### src/rtl/co_pkg.sv
// Shared CPU definitions: word width, NOP encoding and the IF/ID bundle.
package co_pkg;
    localparam int XLEN = 32;
    localparam logic [XLEN-1:0] NOP_INSTR = 32'h0;

    typedef struct packed {
        logic [XLEN-1:0] instr;
        logic [XLEN-1:0] pc4;
        logic            valid;
    } ifid_t;

    // A bubble keeps the sequential PC+4 so downstream link logic stays consistent.
    function automatic ifid_t ifid_bubble(input logic [XLEN-1:0] pc4);
        ifid_t b;
        b.instr = NOP_INSTR;
        b.pc4   = pc4;
        b.valid = 1'b0;
        return b;
    endfunction
endpackage

### src/rtl/fetch_stage_ifid_reg.sv
// IF/ID pipeline register: reset, hold, bubble insert or load, in that priority.
module ifid_reg
    import co_pkg::*;
(
    input  logic  clk_i,
    input  logic  rst_i,
    input  logic  hold_i,
    input  logic  bubble_i,
    input  ifid_t d_i,
    output ifid_t q_o
);
    always_ff @(posedge clk_i) begin
        if (rst_i) begin
            q_o <= ifid_bubble('0);
        end else if (!hold_i) begin
            q_o <= bubble_i ? ifid_bubble(d_i.pc4) : d_i;
        end
    end
endmodule

### src/rtl/fetch_stage.sv
// Instruction fetch: PC register, range/alignment fault tracking, IF/ID capture.
// Optional FETCH_PERF_EN adds fetch/stall/bubble event counters.
module fetch_stage
    import co_pkg::*;
#(
    parameter logic [31:0] RESET_PC   = 32'h0000_0000,
    parameter int          IMEM_WORDS = 32
) (
    input  logic        clk_i,
    input  logic        rst_i,
    output logic [31:0] pc_addr_o,
    input  logic [31:0] instr_i,
    input  logic        stall_i,
    input  logic        flush_i,
    input  logic        redirect_i,
    input  logic [31:0] redirect_pc_i,
    output logic [31:0] ifid_instr_o,
    output logic [31:0] ifid_pc4_o,
    output logic        ifid_valid_o,
`ifdef FETCH_PERF_EN
    output logic [31:0] perf_fetch_o,
    output logic [31:0] perf_stall_o,
    output logic [31:0] perf_bubble_o,
`endif
    output logic        fault_o
);
    // 33-bit compare so a memory spanning the full address space cannot overflow.
    localparam logic [32:0] IMEM_BYTES = 33'(IMEM_WORDS) << 2;

    logic [31:0] pc;
    logic [31:0] pc4;
    logic        in_range;
    logic        misaligned;
    logic        hold;
    logic        bubble;
    ifid_t       cap;
    ifid_t       ifid;

    assign pc4        = pc + 32'd4;
    assign in_range   = {1'b0, pc} < IMEM_BYTES;
    assign misaligned = redirect_i && (redirect_pc_i[1:0] != 2'b00);
    // Redirect overrides stall: the wrong-path word must never be held.
    assign hold       = stall_i && !redirect_i;
    assign bubble     = redirect_i || flush_i;

    always_comb begin
        cap.instr = in_range ? instr_i : NOP_INSTR;
        cap.pc4   = pc4;
        cap.valid = in_range;
    end

    always_ff @(posedge clk_i) begin
        if (rst_i) begin
            pc      <= RESET_PC;
            fault_o <= 1'b0;
        end else begin
            if (redirect_i)
                pc <= {redirect_pc_i[31:2], 2'b00};
            else if (!stall_i)
                pc <= pc4;
            if (!in_range || misaligned)
                fault_o <= 1'b1;
        end
    end

    ifid_reg u_ifid (
        .clk_i    (clk_i),
        .rst_i    (rst_i),
        .hold_i   (hold),
        .bubble_i (bubble),
        .d_i      (cap),
        .q_o      (ifid)
    );

    assign pc_addr_o    = pc;
    assign ifid_instr_o = ifid.instr;
    assign ifid_pc4_o   = ifid.pc4;
    assign ifid_valid_o = ifid.valid;

`ifdef FETCH_PERF_EN
    always_ff @(posedge clk_i) begin
        if (rst_i) begin
            perf_fetch_o  <= '0;
            perf_stall_o  <= '0;
            perf_bubble_o <= '0;
        end else begin
            if (!hold && !bubble && in_range)
                perf_fetch_o <= perf_fetch_o + 32'd1;
            if (hold)
                perf_stall_o <= perf_stall_o + 32'd1;
            if (!hold && bubble)
                perf_bubble_o <= perf_bubble_o + 32'd1;
        end
    end
`endif
endmodule
### config.mk
export PLATFORM = sky130hd
export DESIGN_NAME = fetch_stage
export DESIGN_NICKNAME = d
export VERILOG_FILES = /design/src/rtl/co_pkg.sv /design/src/rtl/fetch_stage_ifid_reg.sv /design/src/rtl/fetch_stage.sv
export SDC_FILE = /design/constraint.sdc
export NUM_CORES = 1
export LEC_CHECK = 0
export ABC_AREA = 1
export BUFFER_PORTS_ARGS = -buffer_cell sky130_fd_sc_hd__buf_4
export CAP_MARGIN = 20
export CORE_MARGIN = 2
export CORE_UTILIZATION = 30
export DETAILED_ROUTE_END_ITERATION = 6
export HOLD_SLACK_MARGIN = 0.06
export PLACE_DENSITY = 0.53
export SLEW_MARGIN = 5
export SYNTH_ARGS = -nofsm -noshare
export SYNTH_HDL_FRONTEND = slang
export SYNTH_SLANG_ARGS = --single-unit
### constraint.sdc
create_clock -name clk_i -period 2.4 [get_ports clk_i]
set_input_delay 0.12 -clock clk_i [delete_from_list [all_inputs] [get_ports clk_i]]
set_output_delay 0.12 -clock clk_i [all_outputs]
set_load 0.1 [all_outputs]
# [Word-level counts from Yosys, hierarchy flattened]
# Cells that the tools add are included.
[word_totals] register_bits=98 inputBits=69 output_inout_bits=98 elab_cells=21
[op_classes] add_sub_neg=1 order_cmp=1 eq_ne=1 n_mux=4 n_reduce_logical=8
[ops] cell="32-bit two-way mux" count=3
[ops] cell="65-bit two-way mux" count=1
[ops] cell="32-bit by 3-bit adder with 32-bit output, second input constant" count=1
[ops] cell="32-bit by 8-bit < comparator with 1-bit output, second input constant" count=1
[ops] cell="1-bit logical AND" count=2
[ops] cell="1-bit zero test" count=2
[ops] cell="1-bit logical OR" count=2
[ops] cell="2-bit by 1-bit inequality test with 1-bit output, second input constant" count=1
[ops] cell="2-bit nonzero test" count=1
[ops] cell="2-bit OR reduction" count=1

# [Longest topological paths before layout]
# Gate-level depths: netlist of run 1.
[depth] ltp_word=3 ltp_mapped=10 mapped_depth_nobuf=10

# [Modules after synthesis]
# A second synthesis of run 1 with hierarchy kept.
[hier_totals] hier_cells=750 hier_area_um2=4893.4
[modules_own_cells] mod="fetch_stage" instances=1 cells_per_inst=468 area_per_inst_um2=2666.3 seq_area_each_um2=620.6
[modules_own_cells] mod="ifid_reg" instances=1 cells_per_inst=282 area_per_inst_um2=2227.1 seq_area_each_um2=1301.2

# [Worst setup path after synthesis of run 1]
# No wires, ideal clock.
[synth_timing] path_kind="register -> register" startpoint="register pc[3] (netlist: pc_addr_o[3])" endpoint="register pc[22] (netlist: pc_addr_o[22])" setup_time_ns=0.128 arrival_ns=2.117 required_time_ns=2.272 slack_ns=0.155 path_stages_with_launch=11 n_path_buf=0 synth_period_minus_slack_ns=2.245 path_cell_list="dfxtp_1 ha_1 inv_1 nor2_2 nand2_4 nor2_4 nand2_1 nand2_1 nand2_1 a21oi_1 nor2_1"
[synth_between] elab_chain_len=3
[synth_rtl] element="from (decl)" line="fetch_stage.sv:30" text="logic [31:0] pc;"
[synth_rtl] element="from (signal assigned)" line="fetch_stage.sv:58" text="pc <= {redirect_pc_i[31:2], 2'b00};"
[synth_rtl] element="from (signal assigned)" line="fetch_stage.sv:60" text="pc <= pc4;"
[synth_rtl] element="32-bit by 3-bit adder with 32-bit output" line="fetch_stage.sv:39" text="assign pc4 = pc + 32'd4;"
[synth_rtl] element="32-bit two-way mux" line="fetch_stage.sv:59" text="else if (!stall_i)"
[synth_rtl] element="32-bit two-way mux" line="fetch_stage.sv:57" text="if (redirect_i)"
# Every way passes these cells. The select of a mux whose other input is x is not followed.
# A chain may end at the register's enable or synchronous reset.

# [Worst setup path in the final report of run 1]
[layout_timing] startpoint="register pc[3] (netlist: pc_addr_o[3])" endpoint="register u_ifid.q_o[17] (netlist bit)"
[layout_between] elab_chain_len=2
[layout_rtl] element="32-bit by 3-bit adder with 32-bit output" line="fetch_stage.sv:39"
[layout_rtl] element="65-bit two-way mux" line="fetch_stage_ifid_reg.sv:16" text="q_o <= bubble_i ? ifid_bubble(d_i.pc4) : d_i;"
[layout_rtl] element="to (signal assigned)" line="fetch_stage_ifid_reg.sv:14" text="q_o <= ifid_bubble('0);"
[layout_rtl] element="to (signal assigned)" line="fetch_stage_ifid_reg.sv:16"
[layout_rtl] element="to (decl)" line="fetch_stage_ifid_reg.sv:10" text="output ifid_t q_o"
# Every way passes these cells.

==> metrics, run 1 <==
outcome finished, final reports clean; vias in the first global route approximately 4800; setup TNS 0 ns; Synth cell types 34; Hold Startpoint redirect_pc_i[9]; DRC Markers 0; clock tree buffer depth 2; Synth async-reset ratio 0%; FF-to-FF setup slack ~0.62 ns; worst r2r src pc_addr_o[3]$_SDFFE_PP0N_; RSZ-0062 raised after global routing no; Avg Cell Area, Syn ~6.9 µm²; Worst Max-Slew Pin Slew approximately 0.85 ns; layout cells sized above 1 23.9%; CP top delay family simple AND/OR/NAND/NOR gates; DRC violation total after the first TritonRoute iteration 253; Cells after Synth 683; max incr delay on CP 0.43 ns; max-cap violations 0; fin. max-slew vios 0; drt total wl 15600 µm; Internal 2.64 mW; worst slack, placed just under 0.6 ns; total gr overflow 0; Post-CTS Setup Bufs 0; synth cell count leaders nand2_1, dfxtp_1, inv_1; worst skew pair latency approximately 0.35 ns; CTS tree yes; Sequential Power Share around two fifths; f_max roughly 560 MHz; top-area cell type share of the netlist area around 40%; VDD IR-drop max ~0.40 mV; Setup crit start pc_addr_o[3]$_SDFFE_PP0N_; critical path depth in cells 7; Synth Flop Type dfxtp_1; CP most frequent cell nand3_1; Die Ht 129 µm; largest net degree at the start of global routing 62; initial core utilization just over 30%; Horiz. Die Dim 129 µm; area added between synthesis and finish 42.5%; number of buffers created by CTS 9; PnR worst setup slack between 0.6 and 0.7 ns; Critical Path Start Type flop; routability congestion estimate about 0.85; Logic pwr share 25.4%; synthesized cell area between 0.004 and 0.005 mm²; HP Class input port to flop; post-synth top area cell dfxtp_1; Clk pin slew, worst setup/hold paths around 0.07 ns; sw frac ~35%; WP data required 2.65 ns; cts-stage hold buffer count 37; DR vias slightly below 5000; via/cell ratio around 4.5; CTS H-tree lvls 3; Post-synth EDFFs 0; Hold Fails Final Rpt 0; Clock power frac around 33%; top cells by area, synth dfxtp_1, nand2_1, inv_1; Seq/Total Area, Yosys around two fifths; switching power summed over all nets roughly 1.4 mW; die area ~0.017 mm²; clock root cell clkbuf_16; CP Data Arrival Time slightly above 2 ns; post-DP HPWL roughly 11000 µm; Ports 167; count leader, synth nand2_1; post_cts resized 0; worst-path cell chain ha_1 -> nand3_1 -> nor2_1 -> nand3_1 -> xor2_1 -> o21bai_1 -> inv_1; Final Setup Violations 0; GRT Overall Usage 18.8%; wire length per cell between 10 and 15 µm; Rows 45; Slew headroom 43.4%; kind of critical path flop to flop; Final period util 74.1%; Initial DRT Pass Iterations 4; Core ar. about 0.015 mm²; Leak roughly 3.1 nW; first-pass GRT wire length ~25000 µm; Setup crit end u_ifid.q_o[17]$_SDFFE_PP0N_; #FFs+latches synth 94; Ys Warns 0; Layout fillers 1614; Slowest-stage cell, CP dfxtp_1; clock skew slightly below 0.008 ns; nature of the critical path endpoint flop; Detail Route Antenna Nets 0; Clock Sinks 94; Port Buffers between 150 and 200; initial antenna violation count 0; fin crit period between 1.5 and 2 ns; Worst Reg-to-Reg Cells 7; crit path buf inv count 1; Total Nets Final ~940; crit-path max FO 5; antenna cell count 0; Reg2Reg Capture Point u_ifid.q_o[17]$_SDFFE_PP0N_; PD cells slightly above 600 mW/mm²
-- kinds of logic (layout without fill, tap and decap cells) --
| family | count (synthesis) | after routing | synth area share (%) |
|---|---|---|---|
| flops | 94 | 94 | 40.1 |
| xor+xnor | 15 | 15 | 2.80 |
| buf+inv | 121 | 305 | 11.3 |
| fa+ha+maj | 1 | 1 | 0.267 |
| simple gates | 309 | 309 | 28.7 |
| compound gates | 142 | 142 | 16.7 |
| other cells | 1 | 4 | 0.0800 |
-- cell type report --
type	count	area [µm²]	area share, %
flip-flops and latches	94	1880	28.2
repair buffers	206	1650	24.7
inverters	83	312	4.67
clock inverters	5	35.0	0.525
clock buffers	11	243	3.64
well taps	211	264	3.95
multi-input cells	471	2290	34.3
-- flip-flops by register name, summed over array words and instances (netlist names) --
name and count:
fault_o 1, u_ifid.q_o 63, pc_addr_o 30
-- power by group through the flow --
stage / combinational, mW / clock, mW / sequential [mW]
floorplan: 0.269 / 0 / 2.18
global route: 1.10 / 1.46 / 1.70
finish: 1.04 / 1.36 / 1.69
global placement: 0.994 / 0 / 1.73
CTS: 1.04 / 1.40 / 1.70
detailed placement: 0.993 / 0 / 1.73
-- placed cells by master (no fill, tap or decap), types with 5 or more instances in the layout --
cell             n
a21oi_1         56
a31oi_1          8
buf_4          168
clkbuf_16        9
dfxtp_1         94
dlygate4sd3_1   37
inv_1           78
nand2_1        171
nand3_1         57
nor2_1          53
nor2_2           5
nor2_4           7
o21ai_0         51
o21bai_1        23
xor2_1          12
-- per-layer routing --
layer  part of all wire [%]  vias up  GRT usage, %
li1                       -     2529             -
met1                     45     2201          23.8
met2                     47      150          31.0
met3                    7.2       10          5.99
met4                   0.96        0          4.80
met5                      0        -             0
-- worst min-delay path by stage --
stage / cells after the start / endpoint / slack [ns]
CTS: 3 / pc_addr_o[9]$_SDFFE_PP0N_ / 0.06
global placement: 3 / u_ifid.q_o[59]$_SDFFE_PP0N_ / 0.40
finish: 3 / pc_addr_o[9]$_SDFFE_PP0N_ / 0.07
detailed placement: 3 / u_ifid.q_o[58]$_SDFFE_PP0N_ / 0.41
floorplan: 2 / u_ifid.q_o[61]$_SDFFE_PP0N_ / 0.28
global route: 3 / pc_addr_o[9]$_SDFFE_PP0N_ / 0.08
-- worst reg2reg max path, cell delays in order, from the launching register on --
cell	delay (ns)
dfxtp_1	0.43
ha_1	0.26
nand3_1	0.17
nor2_1	0.27
nand3_1	0.18
xor2_1	0.19
o21bai_1	0.13
inv_1	0.05
-- metrics by stage --
step | instances | area (µm²) | util, % | total power, mW | hold slack (ns)
2_1_floorplan | 686 | 4700 | - | 2.45 | 0.280
3_3_place_gp | 1028 | 6030 | 39.5 | 2.72 | 0.403
3_5_place_dp | 1028 | 6030 | 39.5 | 2.72 | 0.407
4_1_cts | 1081 | 6680 | 43.8 | 4.14 | 0.0607
5_1_grt | 1081 | 6680 | 43.8 | 4.26 | 0.0801
6_report | 1081 | 6680 | 43.8 | 4.09 | 0.0704
Note: power is estimated with default switching activity, not from simulation.
==> run 2: changes to the inputs <==
==> constraint.sdc (replaced) <==
create_clock -name clk_i -period 1.8 [get_ports clk_i]
set_input_delay 0.09 -clock clk_i [delete_from_list [all_inputs] [get_ports clk_i]]
set_output_delay 0.09 -clock clk_i [all_outputs]
set_load 0.1 [all_outputs]
==> metrics, run 2 (synthesized netlist as in run 1, its figures left out) <==
outcome finished, final reports clean; worst-path cell chain ha_1 -> nand3_1 -> nor2_1 -> nand3_1 -> xor2_1 -> nand2_1 -> a21oi_1; Critical Path Start Type flop; post-DP HPWL 11300 µm; PnR worst setup slack ~0.21 ns; wire length per cell 14.7 µm; WP data required 2.08 ns; worst hold path endpoint pc_addr_o[22]$_SDFFE_PP0N_; clock skew between 0.01 and 0.015 ns; Final period util 88.2%; area added between synthesis and finish 46.3%; most frequent cells in the layout nand2_1, buf_4, inv_1; initial antenna violation count 0; f_max approximately 630 MHz; worst skew pair latency 0.36 ns; hold-critical path depth 5; clock root cell clkbuf_16; Reg2Reg Capture Point pc_addr_o[16]$_SDFFE_PP0N_; Finished Cell Area between 0.006 and 0.007 mm²; GRT Overall Usage between 10% and 20%; Core ar. roughly 0.015 mm²; drt total wl 15900 µm; Initial DRT Pass Iterations 5; Worst Reg-to-Reg Cells 7; layout cells sized above 1 around 27%; Rows 45; total gr overflow 0; Logic pwr share 24.4%; DRC Markers 0; Largest Register u_ifid.q_o; uppermost layer routed met4; CP Data Arrival Time roughly 1.9 ns; HP Class input port to flop; wire length on met2 between 7000 and 8000 µm; fin. max-slew vios 0; Die Ht about 130 µm; fin crit period between 1.5 and 2 ns; Worst Max-Slew Pin Slew 0.725 ns; worst slack, placed ~0.23 ns; via/cell ratio about 4.5; placed instance area a little over 0.006 mm²; Clock power frac a little over a third; setup TNS 0 ns; Slew headroom between 50% and 60%; Final Setup Violations 0; sw frac between 30% and 40%; CTS tree yes; Leak 3.17 nW; CP most frequent cell nand3_1; Sequential Power Share between 30 and 40%; DRC violation total after the first TritonRoute iteration ~190; worst r2r src pc_addr_o[3]$_SDFFE_PP0N_; vias in the first global route approximately 4900; met3 wire len between 1000 and 1500 µm; largest net degree at the start of global routing 62; routability congestion estimate just under 0.9; met1 WL ~7200 µm; switching power summed over all nets a little under 2 mW; VDD IR-drop max between 0.4 and 0.5 mV; max-cap violations 0; Detail Route Antenna Nets 0; RSZ-0062 raised after global routing no; CTS H-tree lvls 3; PD cells 843 mW/mm²; Internal between 3 and 4 mW; initial core utilization between 30% and 40%; max incr delay on CP between 0.3 and 0.4 ns; Hold Startpoint redirect_pc_i[22]; antenna cell count 0; Total Nets Final around 940; FF-to-FF setup slack 0.21 ns; crit-path max FO 5; Port Buffers 162; number of buffers created by CTS 9; Tot Pwr 5.78 mW; DR vias between 4000 and 5000; Slowest-stage cell, CP dfxtp_4; max FFs per register 63; Clock Sinks 94; most common cell after layout, fill and taps aside nand2_1; nature of the critical path endpoint flop; clock tree buffer depth 2; Hold Fails Final Rpt 0; Ports between 150 and 200; Clk pin slew, worst setup/hold paths ~0.07 ns; Horiz. Die Dim between 100 and 150 µm; kind of critical path flop to flop; die area approximately 0.017 mm²; first-pass GRT wire length approximately 26000 µm
## run 2: changes by cell type in the layout (fill, tap and decap cells not counted), moves of 3 or more
cell | before | now
dfxtp_1 | 94 | 65
dfxtp_2 | 0 | 27
buf_12 | 1 | 4
dlygate4sd3_1 | 37 | 40
## run 2: metal layers
metal | vias to the layer above | global-route usage (%)
li1 | 2540 | -
met5 | - | 0
met1 | 2201 | 24.8
met2 | 143 | 31.9
met3 | 14 | 6.94
met4 | 0 | 5.43
## run 2: critical path: cells and delay by family, from the launching register on
family                   cells  cell delay, ns
adder cells (fa/ha/maj)      1            0.21
AO/OA/AOI/OAI                1            0.12
flip-flops                   1            0.37
XOR/XNOR                     1            0.21
AND/OR/NAND/NOR              4            0.61
## run 2: power groups by stage
| stage | registers [mW] | logic [mW] | clock network [mW] |
|---|---|---|---|
| after global placement | 2.31 | 1.35 | 0 |
| after floorplan | 2.92 | 0.357 | 0 |
| after global routing | 2.28 | 1.50 | 2.25 |
| final | 2.26 | 1.41 | 2.11 |
| after detailed placement | 2.31 | 1.35 | 0 |
| after CTS | 2.26 | 1.42 | 2.17 |
## run 2: how the worst max path moves through the flow
| stage | from | endpoint | slack, ns |
|---|---|---|---|
| final | pc_addr_o[3]$_SDFFE_PP0N_ | pc_addr_o[16]$_SDFFE_PP0N_ | 0.21 |
| after CTS | pc_addr_o[3]$_SDFFE_PP0N_ | pc_addr_o[16]$_SDFFE_PP0N_ | 0.21 |
| after floorplan | pc_addr_o[5]$_SDFFE_PP0N_ | pc_addr_o[21]$_SDFFE_PP0N_ | 0.09 |
| after detailed placement | pc_addr_o[3]$_SDFFE_PP0N_ | pc_addr_o[16]$_SDFFE_PP0N_ | 0.23 |
| after global routing | pc_addr_o[3]$_SDFFE_PP0N_ | pc_addr_o[16]$_SDFFE_PP0N_ | 0.02 |
| after global placement | pc_addr_o[3]$_SDFFE_PP0N_ | pc_addr_o[16]$_SDFFE_PP0N_ | 0.25 |
## run 2: timing repair
item / in CTS / in global routing
endpoints found under the hold margin: 40 / 0
resized for setup: 0 / 0
hold buffers: 40 / 0
buffers inserted: 0 / 0
## run 2: cell type report
| class | count | area (µm²) |
|---|---|---|
| Clock buffer | 13 | 282 |
| Clock inverter | 3 | 46.3 |
| Fill cell | 1575 | 8400 |
| Inverter | 83 | 312 |
| Multi-Input combinational cell | 471 | 2290 |
| Sequential cell | 94 | 1920 |
| Tap cell | 211 | 264 |
| Timing Repair Buffer | 212 | 1740 |
## run 2: through the flow
stage | hold slack, ns | util, % | std cells
3_5_place_dp | 0.375 | 40.2 | 1031
3_3_place_gp | 0.372 | 40.2 | 1031
5_1_grt | 0.0984 | 45.0 | 1087
2_1_floorplan | 0.245 | - | 686
4_1_cts | 0.0625 | 45.0 | 1087
6_report | 0.0763 | 45.0 | 1087
